===== config.mk =====
export PLATFORM = sky130hd
export DESIGN_NAME = nibble_mul_seq_flat
export DESIGN_NICKNAME = d
export VERILOG_FILES = /design/src/rtl/nibble_mul_seq_if.sv /design/src/rtl/nibble_mul_seq.sv /design/src/flat_wrapper.sv
export SDC_FILE = /design/constraint.sdc
export NUM_CORES = 1
export LEC_CHECK = 0
export BUFFER_PORTS_ARGS = -buffer_cell sky130_fd_sc_hd__clkbuf_2
export CAP_MARGIN = 20
export CORE_MARGIN = 3
export CORE_UTILIZATION = 50
export DETAILED_ROUTE_END_ITERATION = 12
export PLACE_DENSITY = 0.83
export SYNTH_ARGS = -nofsm -noshare
export SYNTH_HDL_FRONTEND = slang
export SYNTH_SLANG_ARGS = --single-unit
export TNS_END_PERCENT = 5

===== constraint.sdc =====
create_clock -name clk -period 3.6 [get_ports clk]
set_input_delay 0.18 -clock clk [delete_from_list [all_inputs] [get_ports clk]]
set_output_delay 0.18 -clock clk [all_outputs]
set_load 0.03 [all_outputs]

===== src/rtl/nibble_mul_seq_if.sv =====
// Operand/product handshake bundle for nibble_mul_seq: valid/ready on both sides.
// The master is the producer/consumer side; the slave is the multiplier.
interface nibble_mul_seq_if #(
  parameter int WIDTH = 4,
  parameter int CNT_W = 5
) ();
  logic               in_valid;
  logic               in_ready;
  logic [WIDTH-1:0]   a;
  logic [WIDTH-1:0]   b;
  logic               out_valid;
  logic               out_ready;
  logic [2*WIDTH-1:0] product;
  logic               busy;
  logic [CNT_W-1:0]   iter;

  modport master (
    output in_valid, a, b, out_ready,
    input  in_ready, out_valid, product, busy, iter
  );

  modport slave (
    input  in_valid, a, b, out_ready,
    output in_ready, out_valid, product, busy, iter
  );
endinterface


===== src/rtl/nibble_mul_seq.sv =====
// Shift-add unsigned multiplier on one WIDTH-bit ripple adder; out_valid seen WIDTH+1 edges after accept.
// Backpressure: product held in DONE until out_ready; no new operands are taken until the result drains.
module nibble_mul_seq #(
  parameter int WIDTH = 4,
  parameter int CNT_W = 5
) (
  input  logic             clk,
  input  logic             reset,
  nibble_mul_seq_if.slave  bus
);

  typedef enum logic [1:0] {
    IDLE = 2'd0,
    CALC = 2'd1,
    DONE = 2'd2
  } state_t;

  state_t             state_q,     state_d;
  logic               carry_q,     carry_d;
  logic [WIDTH-2:0]   p_hi_rest_q, p_hi_rest_d;
  logic [WIDTH-1:0]   p_lo_q,      p_lo_d;
  logic [WIDTH-1:0]   m_q,         m_d;
  logic [CNT_W-1:0]   iter_q,      iter_d;
  logic               in_ready_q,  in_ready_d;
  logic               out_valid_q, out_valid_d;
  logic               busy_q,      busy_d;
  logic [2*WIDTH-1:0] product_q,   product_d;

  // The captured carry-out is the MSB of P_hi, so it is kept as its own flop.
  logic [WIDTH-1:0]   p_hi;
  logic [WIDTH-1:0]   add_y;
  logic [WIDTH-1:0]   add_sum;
  logic [WIDTH:0]     rc;
  logic               add_c;
  logic [2*WIDTH-1:0] p_next;

  assign p_hi = {carry_q, p_hi_rest_q};

  always_comb begin
    add_y   = p_lo_q[0] ? m_q : '0;
    add_sum = '0;
    rc      = '0;
    for (int i = 0; i < WIDTH; i++) begin
      add_sum[i] = p_hi[i] ^ add_y[i] ^ rc[i];
      rc[i+1]    = (p_hi[i] & add_y[i]) | (rc[i] & (p_hi[i] ^ add_y[i]));
    end
    add_c  = rc[WIDTH];
    p_next = {add_c, add_sum, p_lo_q[WIDTH-1:1]};
  end

  always_comb begin
    state_d     = state_q;
    carry_d     = carry_q;
    p_hi_rest_d = p_hi_rest_q;
    p_lo_d      = p_lo_q;
    m_d         = m_q;
    iter_d      = iter_q;
    in_ready_d  = in_ready_q;
    out_valid_d = out_valid_q;
    busy_d      = busy_q;
    product_d   = product_q;

    unique case (state_q)
      IDLE: begin
        if (bus.in_valid && in_ready_q) begin
          m_d         = bus.a;
          p_lo_d      = bus.b;
          carry_d     = 1'b0;
          p_hi_rest_d = '0;
          iter_d      = '0;
          in_ready_d  = 1'b0;
          busy_d      = 1'b1;
          state_d     = CALC;
        end
      end
      CALC: begin
        {carry_d, p_hi_rest_d, p_lo_d} = p_next;
        if (iter_q == CNT_W'(WIDTH - 1)) begin
          iter_d      = '0;
          busy_d      = 1'b0;
          out_valid_d = 1'b1;
          product_d   = p_next;
          state_d     = DONE;
        end else begin
          iter_d = iter_q + CNT_W'(1);
        end
      end
      DONE: begin
        if (bus.out_ready) begin
          out_valid_d = 1'b0;
          in_ready_d  = 1'b1;
          state_d     = IDLE;
        end
      end
      default: begin
        state_d = IDLE;
      end
    endcase
  end

  always_ff @(posedge clk) begin
    if (reset) begin
      state_q     <= IDLE;
      carry_q     <= 1'b0;
      p_hi_rest_q <= '0;
      p_lo_q      <= '0;
      m_q         <= '0;
      iter_q      <= '0;
      in_ready_q  <= 1'b1;
      out_valid_q <= 1'b0;
      busy_q      <= 1'b0;
      product_q   <= '0;
    end else begin
      state_q     <= state_d;
      carry_q     <= carry_d;
      p_hi_rest_q <= p_hi_rest_d;
      p_lo_q      <= p_lo_d;
      m_q         <= m_d;
      iter_q      <= iter_d;
      in_ready_q  <= in_ready_d;
      out_valid_q <= out_valid_d;
      busy_q      <= busy_d;
      product_q   <= product_d;
    end
  end

  assign bus.in_ready  = in_ready_q;
  assign bus.out_valid = out_valid_q;
  assign bus.busy      = busy_q;
  assign bus.iter      = iter_q;
  assign bus.product   = product_q;

endmodule


===== src/flat_wrapper.sv =====
// flat-port wrapper written by rule: the top's interface ports become plain ports
module nibble_mul_seq_flat 
#(
  parameter int WIDTH = 4,
  parameter int CNT_W = 5
)
  (clk, reset, bus_in_valid, bus_a, bus_b, bus_out_ready, bus_in_ready, bus_out_valid, bus_product, bus_busy, bus_iter);
  nibble_mul_seq_if #(.WIDTH(WIDTH), .CNT_W(CNT_W)) bus_i ();
  input  logic clk;
  input  logic reset;
  input wire logic [$bits(bus_i.in_valid)-1:0] bus_in_valid;
  input wire logic [$bits(bus_i.a)-1:0] bus_a;
  input wire logic [$bits(bus_i.b)-1:0] bus_b;
  input wire logic [$bits(bus_i.out_ready)-1:0] bus_out_ready;
  output wire logic [$bits(bus_i.in_ready)-1:0] bus_in_ready;
  output wire logic [$bits(bus_i.out_valid)-1:0] bus_out_valid;
  output wire logic [$bits(bus_i.product)-1:0] bus_product;
  output wire logic [$bits(bus_i.busy)-1:0] bus_busy;
  output wire logic [$bits(bus_i.iter)-1:0] bus_iter;
  assign bus_i.in_valid = bus_in_valid;
  assign bus_i.a = bus_a;
  assign bus_i.b = bus_b;
  assign bus_i.out_ready = bus_out_ready;
  assign bus_in_ready = bus_i.in_ready;
  assign bus_out_valid = bus_i.out_valid;
  assign bus_product = bus_i.product;
  assign bus_busy = bus_i.busy;
  assign bus_iter = bus_i.iter;
  nibble_mul_seq #(.WIDTH(WIDTH), .CNT_W(CNT_W)) u_core (.clk(clk), .reset(reset), .bus(bus_i));
endmodule

==> reports/summary.md, run 1 <==
Final setup slack of the worst path: 1393 ps. The number of fill cells in the layout was 215; the mean area per synthesized cell was 10.23 um2. 28 I/O pins were placed.

The full die area was 3359 um2; the mean routed wirelength per cell was 14.63 um. The post-cts hold buffer count was 0; the switching power share of the total was 26.75%. The run gives 0 as the number of post-CTS setup repair buffers. Based on the critical path, the design can be clocked at up to 453.1 MHz. The run gives 149 as the number of nets in the synthesized netlist.

The run gives 56.0% as the sequential group share of total power. In the post-synthesis netlist, the cell with the most instances is sky130_fd_sc_hd__dfxtp_1. The via density per instance works out to 5.663. TritonCTS built the clock tree. The run gives 0 as the number of nets with antenna violations after detailed routing. The detailed router finished its first iteration with 25 violations. The portion of total power attributed to the clock network was 32.8%. The width of the chip is 57.96 um. Ranked by instance count, the synthesized netlist is headed by 30 x sky130_fd_sc_hd__dfxtp_1, 16 x sky130_fd_sc_hd__a21oi_1, 8 x sky130_fd_sc_hd__inv_1, 8 x sky130_fd_sc_hd__nand2b_1, 6 x sky130_fd_sc_hd__a31o_1. The logs give 2460 ps for the arrival time reported for the critical path endpoint and 2.779 mm for the routed wire length.

Yosys mapped the design onto 37 distinct sky130hd cell types. The final net count is 176, and the proportion of netlist area held by the largest area contributor is 44.49%. IR analysis of the VDD net gives a maximum drop of 338.1 uV. The cell-internal power came out at 0.4685 mW.

After synthesis, the cell types taking the most area are sky130_fd_sc_hd__dfxtp_1 44%, sky130_fd_sc_hd__a21oi_1 5.9%, sky130_fd_sc_hd__fa_1 4.4%. The number of instances in the synthesized netlist is 132, and the net load switching power is 0.1711 mW. The smallest clock period supported by the final layout is computed as 2207 ps.

The logs give 1038 for the via count of the first global-routing pass and 0 for the global-route congestion overflow total. For the cell area reported after detailed placement, the log shows 1471 um2. In this run the deepest clock path goes through 2 buffers. The routed layout has 1076 vias. In the final layout, the share of cells above drive strength 1 is 27.50%. sky130_fd_sc_hd__dfxtp_1 takes more of the synthesized area than any other cell. The worst hold path begins at bus_a[2]. Clock tree synthesis found a total of 30 sinks.

The detailed placement HPWL came out at 1.976 mm. The endpoint of the worst hold path was u_core.m_q[2]$_SDFFE_PP0P_. The first-pass GRT wire length came out at 4.664 mm. After synthesis the netlist holds a flip-flop and latch count of 30. Once the clock tree was built, the resizer swapped 0 gates to a different size. For the worst-skew pair, the clock arrives at the later sink with an insertion delay of 330 ps. In this run the core area contains 18 standard-cell rows. Endpoint kind of the worst setup timing path: a flop. Setup repair after global routing left no endpoint under its margin. For the final routed database, the setup TNS stands at 0 ps.

Hold timing on the final database bottoms out at a slack of 91.69 ps. Setup violations remaining at the end of the flow were counted as 0. In this run the static leakage power is 0.6540 nW.

Once the floorplan was initialized, standard cells occupied 53.52% of the core. The number of warnings reported in the yosys synthesis log is 0. The run gives 0 as the max-slew violation count. Counting cells, the worst reg-to-reg path comes to 7. The remaining design rule violation count was 0. The hold path depth is 3. The cell area that synthesis handed to floorplanning was 1350 um2.

The run gives 2 as the number of levels in the clock H-tree. The detailed-routing iteration count for the pre-antenna-repair pass came out at 4. Entering global routing, the biggest net connects 26 pins.

The share of the core filled with cells came out at 60.71%. The congestion estimate from routability-driven global placement came to 0.7997. In this run the clock root is driven by a sky130_fd_sc_hd__clkbuf_4. The placeable core area came out at 2522 um2. STA classifies the critical path startpoint as a flop.

The tools report the relative slew slack as 49.34%. The clock transition time at the flip-flop clock pins of the worst setup and hold paths was 90 ps; the worst setup slack before clock tree synthesis was 1396 ps. The area growth from synthesis to layout is 13.44%. In the global route stage, overall resource usage came out at 18.51%. The worst-case register-to-register setup slack is 1390 ps, and the required time reported for the critical path endpoint is 3850 ps. The finished cells cover 1531 um2. Post-synthesis sequential area ratio: 44.49%.

The height of the chip was 57.96 um. For this run, asynchronously set or reset flops after synthesis account for 0%. The maximum net fanout on the critical path is 5. The tools report the startpoint of the worst register-to-register path as u_core.p_lo_q[0]$_SDFFE_PP0P_. The final hold violation count was 0.

The flow ran to the end, and the final reports show no timing, DRC or antenna violations. Number of antenna diodes: 0. The tools report the number of antenna violations at the first check in global routing as 0.

The worst hold path belongs to the class input pin to flop. The number of CTS-inserted buffers is 5. The endpoint identified for the worst register-to-register timing path is u_core.bus.product[6]$_SDFFE_PP0P_.

Across the routed clock network, the largest skew measured is 14.90 ps. For the pin with the worst max-slew slack, the measured transition is 756.8 ps. Most common flop cell mapped by yosys: sky130_fd_sc_hd__dfxtp_1.

The max-cap violation count came out at 0. The share of total power in combinational logic was 11.2%; the final worst-path cycle share was 61.31%. The critical path is of the flop to flop type. In this run the tool buffered the top-level ports with 27 buffer cells. The number of enable flip-flop cells after synthesis was 0; the areal power density over the cells was 417.6 nW/um2.
[per-layer routing]
layer	global-route usage, %	share of wire, %	vias up	wire length [um]
met3	4.900	4.7	8	131
li1	-	-	528	-
met4	9.934	2.3	0	65
met1	22.21	44	518	1232
met5	0	0	-	0
met2	30.16	49	22	1350
[final cells by class]
cell class | instances | area, um2 | area share, %
tap | 30 | 37.54 | 2.451
clock buffer | 7 | 55.05 | 3.595
timing repair buffer | 27 | 135.1 | 8.824
inverter | 9 | 33.78 | 2.206
sequential | 30 | 600.6 | 39.22
clock inverter | 1 | 5.005 | 0.3268
multi-input combinational | 86 | 664.4 | 43.38
[how the worst max path moves through the flow]
stage               slack, ps                            endpoint                          start  cells after the start
floorplan                1520  u_core.bus.product[6]$_SDFFE_PP0P_  u_core.p_lo_q[0]$_SDFFE_PP0P_                      7
global placement         1480  u_core.bus.product[6]$_SDFFE_PP0P_  u_core.p_lo_q[0]$_SDFFE_PP0P_                      7
detailed placement       1400  u_core.bus.product[6]$_SDFFE_PP0P_  u_core.p_lo_q[0]$_SDFFE_PP0P_                      7
finish                   1390  u_core.bus.product[6]$_SDFFE_PP0P_  u_core.p_lo_q[0]$_SDFFE_PP0P_                      7
global route             1260  u_core.bus.product[6]$_SDFFE_PP0P_  u_core.p_lo_q[0]$_SDFFE_PP0P_                      7
CTS                      1380  u_core.bus.product[6]$_SDFFE_PP0P_  u_core.p_lo_q[0]$_SDFFE_PP0P_                      7
[critical path, cell delays in order (launching register included)]
cell and delay [ps]:
sky130_fd_sc_hd__dfxtp_1 340, sky130_fd_sc_hd__and2_1 140, sky130_fd_sc_hd__ha_1 180, sky130_fd_sc_hd__fa_1 380, sky130_fd_sc_hd__fa_1 370, sky130_fd_sc_hd__inv_1 80, sky130_fd_sc_hd__fa_1 450, sky130_fd_sc_hd__a211oi_2 180
[cell usage in the layout (no fill, tap or decap), drive strengths merged, types with 4 or more instances in the layout]
cell,Yosys,layout
clkbuf,0,34
dfxtp,30,30
a21oi,18,18
inv,9,9
nand2b,8,8
a31o,6,6
nor2,5,5
and2,4,4
nand2,4,4
mux2i,4,4
a22o,4,4
o221a,4,4
[power by group through the flow]
stage | Clock [mW] | Sequential, mW | Combinational [mW]
global placement | 0 | 0.364 | 0.0703
detailed placement | 0 | 0.366 | 0.0717
finish | 0.210 | 0.358 | 0.0717
global route | 0.230 | 0.360 | 0.0795
CTS | 0.214 | 0.358 | 0.0721
floorplan | 0 | 0.369 | 0.0466
[metrics by stage]
step	power, mW	instances
floorplan	0.4159	132
global placement	0.4345	182
detailed placement	0.4372	182
CTS	0.6437	190
global route	0.6692	190
finish	0.6396	190
[flip-flops by register name (all words and copies together) (netlist names)]
register	flops
u_core.bus.busy	1
u_core.m_q	4
u_core.bus.iter	5
u_core.bus.out_valid	1
u_core.bus.product	8
u_core.p_hi_rest_q	3
u_core.state_q	2
u_core.p_lo_q	4
u_core.carry_q	1
u_core.bus.in_ready	1
[logic make-up after synthesis]
group	share of synthesized area, %
muxes	2.966
and+or+nand+nor	15.29
adders and majority gates	6.302
xor gates and xnor gates	0.6489
buffers and inverters	6.301
AOI/OAI and AO/OA	24.00
DFF	44.49
Note: power is estimated with default switching activity, not from simulation.
==> run 2, diff against run 1 <==
Settings changed: CORE_UTILIZATION 50 to 48.
Clock period 3.6 ns to 1.9 ns, I/O delays scaled along.
==> reports/summary.md, run 2 (same netlist as run 1, synthesis figures left out) <==
The flow ran to the end, but the final reports show violations. The checks that failed: setup timing. The floorplan step defined a die boundary enclosing 3485 um2.

The run gives 1.334 mm as the wire length on met1. The first global-routing pass estimated 4.836 mm of wire. The via count of the first global-routing pass is 1084. The critical path is of the flop to flop type. The number of nets with antenna violations after detailed routing came out at 0.

The final setup slack of the worst path was -194.2 ps; the wire length on met3 was 134 um. Setup repair after global routing could not meet its margin everywhere. The detailed placement HPWL was 2.092 mm. The tool flagged a number of max-cap violations equal to 0. After detailed routing, the met2 layer carries 1.458 mm of wire.

The critical path starts at u_core.m_q[0]$_SDFFE_PP0P_. The largest delay contributor family on the critical path is adder cells. Relative slew slack: 66.64%.

The number of antenna diodes is 0. The run gives 0 as the final hold violation count. In the routed design, unresolved DRC markers number 0.

The library cell used most frequently in the layout, excluding fill and tap cells, is sky130_fd_sc_hd__dfxtp_1. The top-level I/O count was 28; the minimum clock period after layout was 2094 ps. Clock latency on the worst-skew pair, taken at its later pin, is 330 ps.

For the required time reported for the critical path endpoint, the log shows 2140 ps. The number of clock buffers added by TritonCTS is 5. The run gives 1135 as the detailed-route via count.

After layout, the worst path uses 110.2% of the clock period. The worst-case IR drop observed on VDD is 565.5 uV. Clock tree synthesis found a total of 30 sinks.

The run gives 0 as the max-slew violation count. The mean routed wirelength per cell works out to 15.07 um. The growth of design area from synthesis to finish was 19.00%; the highest clock frequency the design can meet was 477.5 MHz. The routed wire length was 2.954 mm.

Data arrives at the worst endpoint at 2340 ps. The delay contributed by the slowest stage of the critical path is 440 ps, and the number of buffers on the longest clock path is 2. The clock transition time at the flip-flop clock pins of the worst setup and hold paths is 80 ps. The routability congestion estimate from global placement came out at 0.8143. The design draws 1.206 mW. Leaving out fill and tap cells, the most frequent cells in the layout are 29 x sky130_fd_sc_hd__dfxtp_1, 27 x sky130_fd_sc_hd__clkbuf_2, 16 x sky130_fd_sc_hd__a21oi_1.

In this run the post-CTS setup repair buffer count came out at 0. The logs give 18.26% for the overall track demand over capacity in global routing and 0.6834 nW for the leakage power total. In this run, placement finished with an instance count of 189. Global routing finished with a remaining overflow of 0. The tree is rooted in a sky130_fd_sc_hd__clkbuf_4. At the pin with the least slew margin, the transition time is 496.6 ps.

The H-tree was split into 2 levels. After floorplanning, the core was divided into 18 placement rows. For the number of antenna violations at the first check in global routing, the log shows 0.

For this run, the share of the core covered by cells in the final layout is 62.57%. In the routed layout, each cell is associated on average with a via count of 5.791. The width of the chip was 59.04 um. The die is 59.04 um tall.

The maximum net fanout on the critical path is 2. The tightest min-delay check is of the input pin to flop type. The critical path goes through and2_4 -> ha_4 -> fa_2 -> fa_2 -> inv_2 -> fa_1 -> a211oi_2.

Entering global routing, the biggest net connects 26 pins. In the final layout, the share of cells above drive strength 1 is 33.73%. The worst setup path is captured at a flop.

The top metal layer carrying routed signals was met4. The number of standard cells in the layout, taps in and fillers out was 196. The startpoint identified for the worst register-to-register timing path is u_core.m_q[0]$_SDFFE_PP0P_. The count of buffering cells on the critical path with inverters included is 1, and the starting utilization of the core area is 52.58%. The count of buffers from port buffering is 27, and the final setup violation count is 2.

The areal power density over the cells works out to 750.9 nW/um2. The slowest stage cell on the critical path was sky130_fd_sc_hd__fa_1. The worst setup slack before clock tree synthesis was -252.5 ps. The floorplan step defined a core boundary enclosing 2567 um2.

STA classifies the critical path startpoint as a flop. Most prevalent standard cell on the critical path: sky130_fd_sc_hd__fa_2. Between clock sinks in the finished design, the worst skew comes to 9.264 ps. The startpoint identified for the worst hold timing path is bus_a[1].

TritonCTS built the clock tree. For the final net count, the log shows 184. Before antenna repair, the detailed router went through 4 iterations.

The register with the most flip-flops in the layout has 8 of them. After the first detailed-routing iteration, the DRC count stood at 28.
## run 2: cell count changes in the layout (fill, tap and decap cells not counted), sizes merged
cell	before	now
clkbuf	34	33
buf	0	7
clkinv	1	0
dlygate4sd3	0	1
## run 2: worst min-delay path: stages
cell and delay, ps:
sky130_fd_sc_hd__clkbuf_2 80, sky130_fd_sc_hd__mux2i_1 50, sky130_fd_sc_hd__nor2_1 70
## run 2: what timing repair did
item | CTS | global route
hold buffers | 1 | 0
setup endpoints to repair | 2 | 2
resized for setup | 6 | 0
pin swaps | 3 | 2
endpoints found under the hold margin | 1 | 0
## run 2: worst paths after layout
kind	to	cells after the start	slack, ps
setup / recovery	u_core.bus.product[6]$_SDFFE_PP0P_	7	-190
hold / removal	u_core.m_q[1]$_SDFFE_PP0P_	3	10
setup reg to reg	u_core.bus.product[6]$_SDFFE_PP0P_	7	-190
hold reg to reg	u_core.carry_q$_SDFFE_PP0P_	1	490
## run 2: per-layer routing
layer	up-vias	global-route usage, %
li1	546	-
met1	560	22.98
met2	27	30.13
met3	2	3.922
met4	0	7.767
met5	-	0
## run 2: area by class of cell
type                       instances  area, um2
fill                             234      960.9
sequential                        30      601.8
timing repair buffer              35      197.7
multi-input combinational         86      684.4
tap                               30      37.54
inverter                           9      33.78
clock buffer                       6      51.30
## run 2: report_power, final
group	total, mW	internal (mW)	switching [mW]
clock network	0.368	0.166	0.202
logic	0.160	0.0704	0.0898
registers	0.678	0.655	0.0231
total	1.21	0.891	0.315
## run 2: through the flow
step / hold WS [ps] / cell area, um2 / setup TNS (ps)
2_1_floorplan: 236.6 / 1353 / -267.0
3_3_place_gp: 327.9 / 1526 / -300.4
3_5_place_dp: 338.3 / 1526 / -427.7
4_1_cts: 7.433 / 1607 / -347.2
5_1_grt: 12.43 / 1607 / -454.4
6_report: 10.03 / 1607 / -325.2
==> run 3, diff against run 2 <==
Settings changed: ABC_CLOCK_PERIOD_IN_PS set to 1900, CORE_MARGIN 3 to 2.
==> reports/summary.md, run 3 (same netlist as run 1, synthesis figures left out) <==
The via density per instance works out to 5.725. Global routing used 22.84% of the available met1 tracks. Global routing consumed, over all layers together, 19.57% of the routing resources.

The flow ran to the end, but the final reports show violations. The tools report the fraction of met3 tracks used by global routing as 7.029%. The total area inside the core boundary comes to 2710 um2.

Leakage power total: 0.6926 nW. The top cell types in the final layout, fill and taps aside, are 29 x sky130_fd_sc_hd__dfxtp_1, 27 x sky130_fd_sc_hd__clkbuf_2, 16 x sky130_fd_sc_hd__a21oi_1. The number of antenna violations at the first check in global routing came out at 0. The run gives -157.4 ps as the final setup slack of the worst path. The max-slew violation count was 0; the required time reported for the critical path endpoint was 2150 ps.

The count of routing violations after the opening detailed-route iteration is 45. For this run the aggregate overflow at the end of global routing stands at 0. The final reports fail on setup timing.

The initialized floorplan defines 19 standard-cell rows. The run gives 1145 as the detailed-route via count. For the pin with the worst max-slew slack, the measured transition is 509.5 ps. The number of sinks on the clock net is 30.

The worst setup path is launched from a flop. Hold is met by 8.067 ps. In the routed design, unresolved DRC markers number 0. The logs give 185 for the final net count and 26 for the maximum number of pins on one net before global-route repair. Along the worst path, the maximum fanout reaches 2. The number of nets with antenna violations after detailed routing came out at 0. The tree is rooted in a sky130_fd_sc_hd__clkbuf_4.

The height of the chip was 57.04 um. TritonCTS built the clock tree. The tightest min-delay check is of the input pin to flop type. The classification of the worst setup path is flop to flop. For the worst-skew pair, the clock arrives at the later sink with an insertion delay of 340 ps.

Data arrives at the worst endpoint at 2310 ps. In the finished design, the share of the clock period the worst path needs comes to 108.3%. Most prevalent standard cell on the critical path: sky130_fd_sc_hd__fa_2. The logs give 0 for the final hold violation count and 32.02% for the global routing usage on met2. The count of buffers from port buffering is 27.

The delay contributed by the slowest stage of the critical path was 430 ps; the growth of design area from synthesis to finish was 20.48%. The top-level I/O count is 28. Summed over all nets, the half-perimeter wirelength after detailed placement is 2.061 mm. The slowest stage cell on the critical path is sky130_fd_sc_hd__fa_1. For the routed wire length, the log shows 3.006 mm. Power spread over the standard cell area amounts to 764.3 nW/um2. The overall power was 1.243 mW; the starting utilization of the core area was 49.82%. The first global-routing pass estimated 4.761 mm of wire. The relative slew slack is 66.03%, and the share of the core filled with cells is 60.02%. The clock arrives with 12.07 ps of skew. The flip-flop count of the largest register after layout is 8.

Adding up every negative setup slack in the final design gives -237.9 ps. The run gives 0 as the max-cap violation count. The width of the chip is 57.04 um, and the worst vdd rail ir drop is 544.4 uV. In this run the cell area measured after placement is 1528 um2.

Number of levels in the clock H-tree: 2. The global routing stage identified its most utilized layer as met2. Setup repair after global routing could not meet its margin everywhere. The logs give 3253 um2 for the full die area and 2 for the number of buffers on the longest clock path. The run gives 0.8178 as the routability congestion estimate from global placement.

The worst setup path is captured at a flop. Summing all non-filler instances in the final layout gives an area of 1627 um2. Clock-pin slew was measured on the worst setup and hold paths at 90 ps.

The mean routed wirelength per cell was 15.03 um; the final setup violation count was 2. The signal on the critical path passes through and2_4 -> ha_4 -> fa_2 -> fa_2 -> inv_2 -> fa_1 -> a211oi_2. The detailed-routing iteration count for the pre-antenna-repair pass was 4.

The library cell used most frequently in the layout, excluding fill and tap cells, is sky130_fd_sc_hd__dfxtp_1. The number of clock buffers added by TritonCTS is 5. The minimum clock period after layout is 2057 ps, and the number of antenna diodes is 0. The via count of the first global-routing pass came out at 1066. Of the cells placed in the final design, the portion with a size suffix greater than 1 is 33.73%.

Based on the critical path, the design can be clocked at up to 486.1 MHz.
-- run 3: cell types whose count changed in the layout (fill, tap and decap cells not counted) --
| cell | before | now |
|---|---|---|
| sky130_fd_sc_hd__dlygate4sd3_1 | 1 | 2 |
| sky130_fd_sc_hd__clkinv_2 | 0 | 1 |
| sky130_fd_sc_hd__clkbuf_1 | 0 | 1 |
-- run 3: metrics by stage --
stage,std cells,setup slack [ps]
6_report,200,-157.4
4_1_cts,200,-220.5
3_5_place_dp,190,-244.2
2_1_floorplan,132,-162.0
5_1_grt,200,-225.7
3_3_place_gp,190,-181.1
-- run 3: worst max-delay path, delay by kind of cell, from the launching register on --
kind            cells  cell delay [ps]
simple gates        1              150
compound gates      1              190
fa+ha+maj           4             1250
buf+inv             1               60
flops               1              330
-- run 3: layout make-up --
cell class	instances	area [um2]
fillers	233	1084
clock inverters	1	5.005
inverters	9	33.78
well taps	31	38.79
clock buffers	7	55.05
flip-flops and latches	30	601.8
repair buffers	36	207.7
multi-input cells	86	684.4
-- run 3: where the power goes --
part	switching, mW	leakage (nW)	internal, mW	total, mW
clock network	0.224	0.0353	0.179	0.403
logic	0.0908	0.413	0.0719	0.163
registers	0.0229	0.245	0.655	0.678
-- run 3: repair_timing --
action	CTS	global route
gates resized for setup	1	5
cloned	0	0
hold buffers	2	0
endpoints found under the setup margin	2	3
pin swaps	1	0
endpoints found under the hold margin	2	0
buffers inserted	0	0
-- run 3: metal layers --
metal	share of wire [%]	vias to the layer above
met1	45	553
met5	0	-
met2	48	35
met3	5.6	7
met4	1.6	0
li1	-	550
-- run 3: worst paths after layout --
| check | from | cells past startpoint | slack (ps) | to |
|---|---|---|---|---|
| max reg2reg | u_core.m_q[0]$_SDFFE_PP0P_ | 7 | -160 | u_core.bus.product[6]$_SDFFE_PP0P_ |
| min | bus_a[1] | 3 | 8 | u_core.m_q[1]$_SDFFE_PP0P_ |
| min reg2reg | u_core.bus.out_valid$_SDFFE_PP0P_ | 2 | 490 | u_core.bus.out_valid$_SDFFE_PP0P_ |
| max | u_core.m_q[0]$_SDFFE_PP0P_ | 7 | -160 | u_core.bus.product[6]$_SDFFE_PP0P_ |
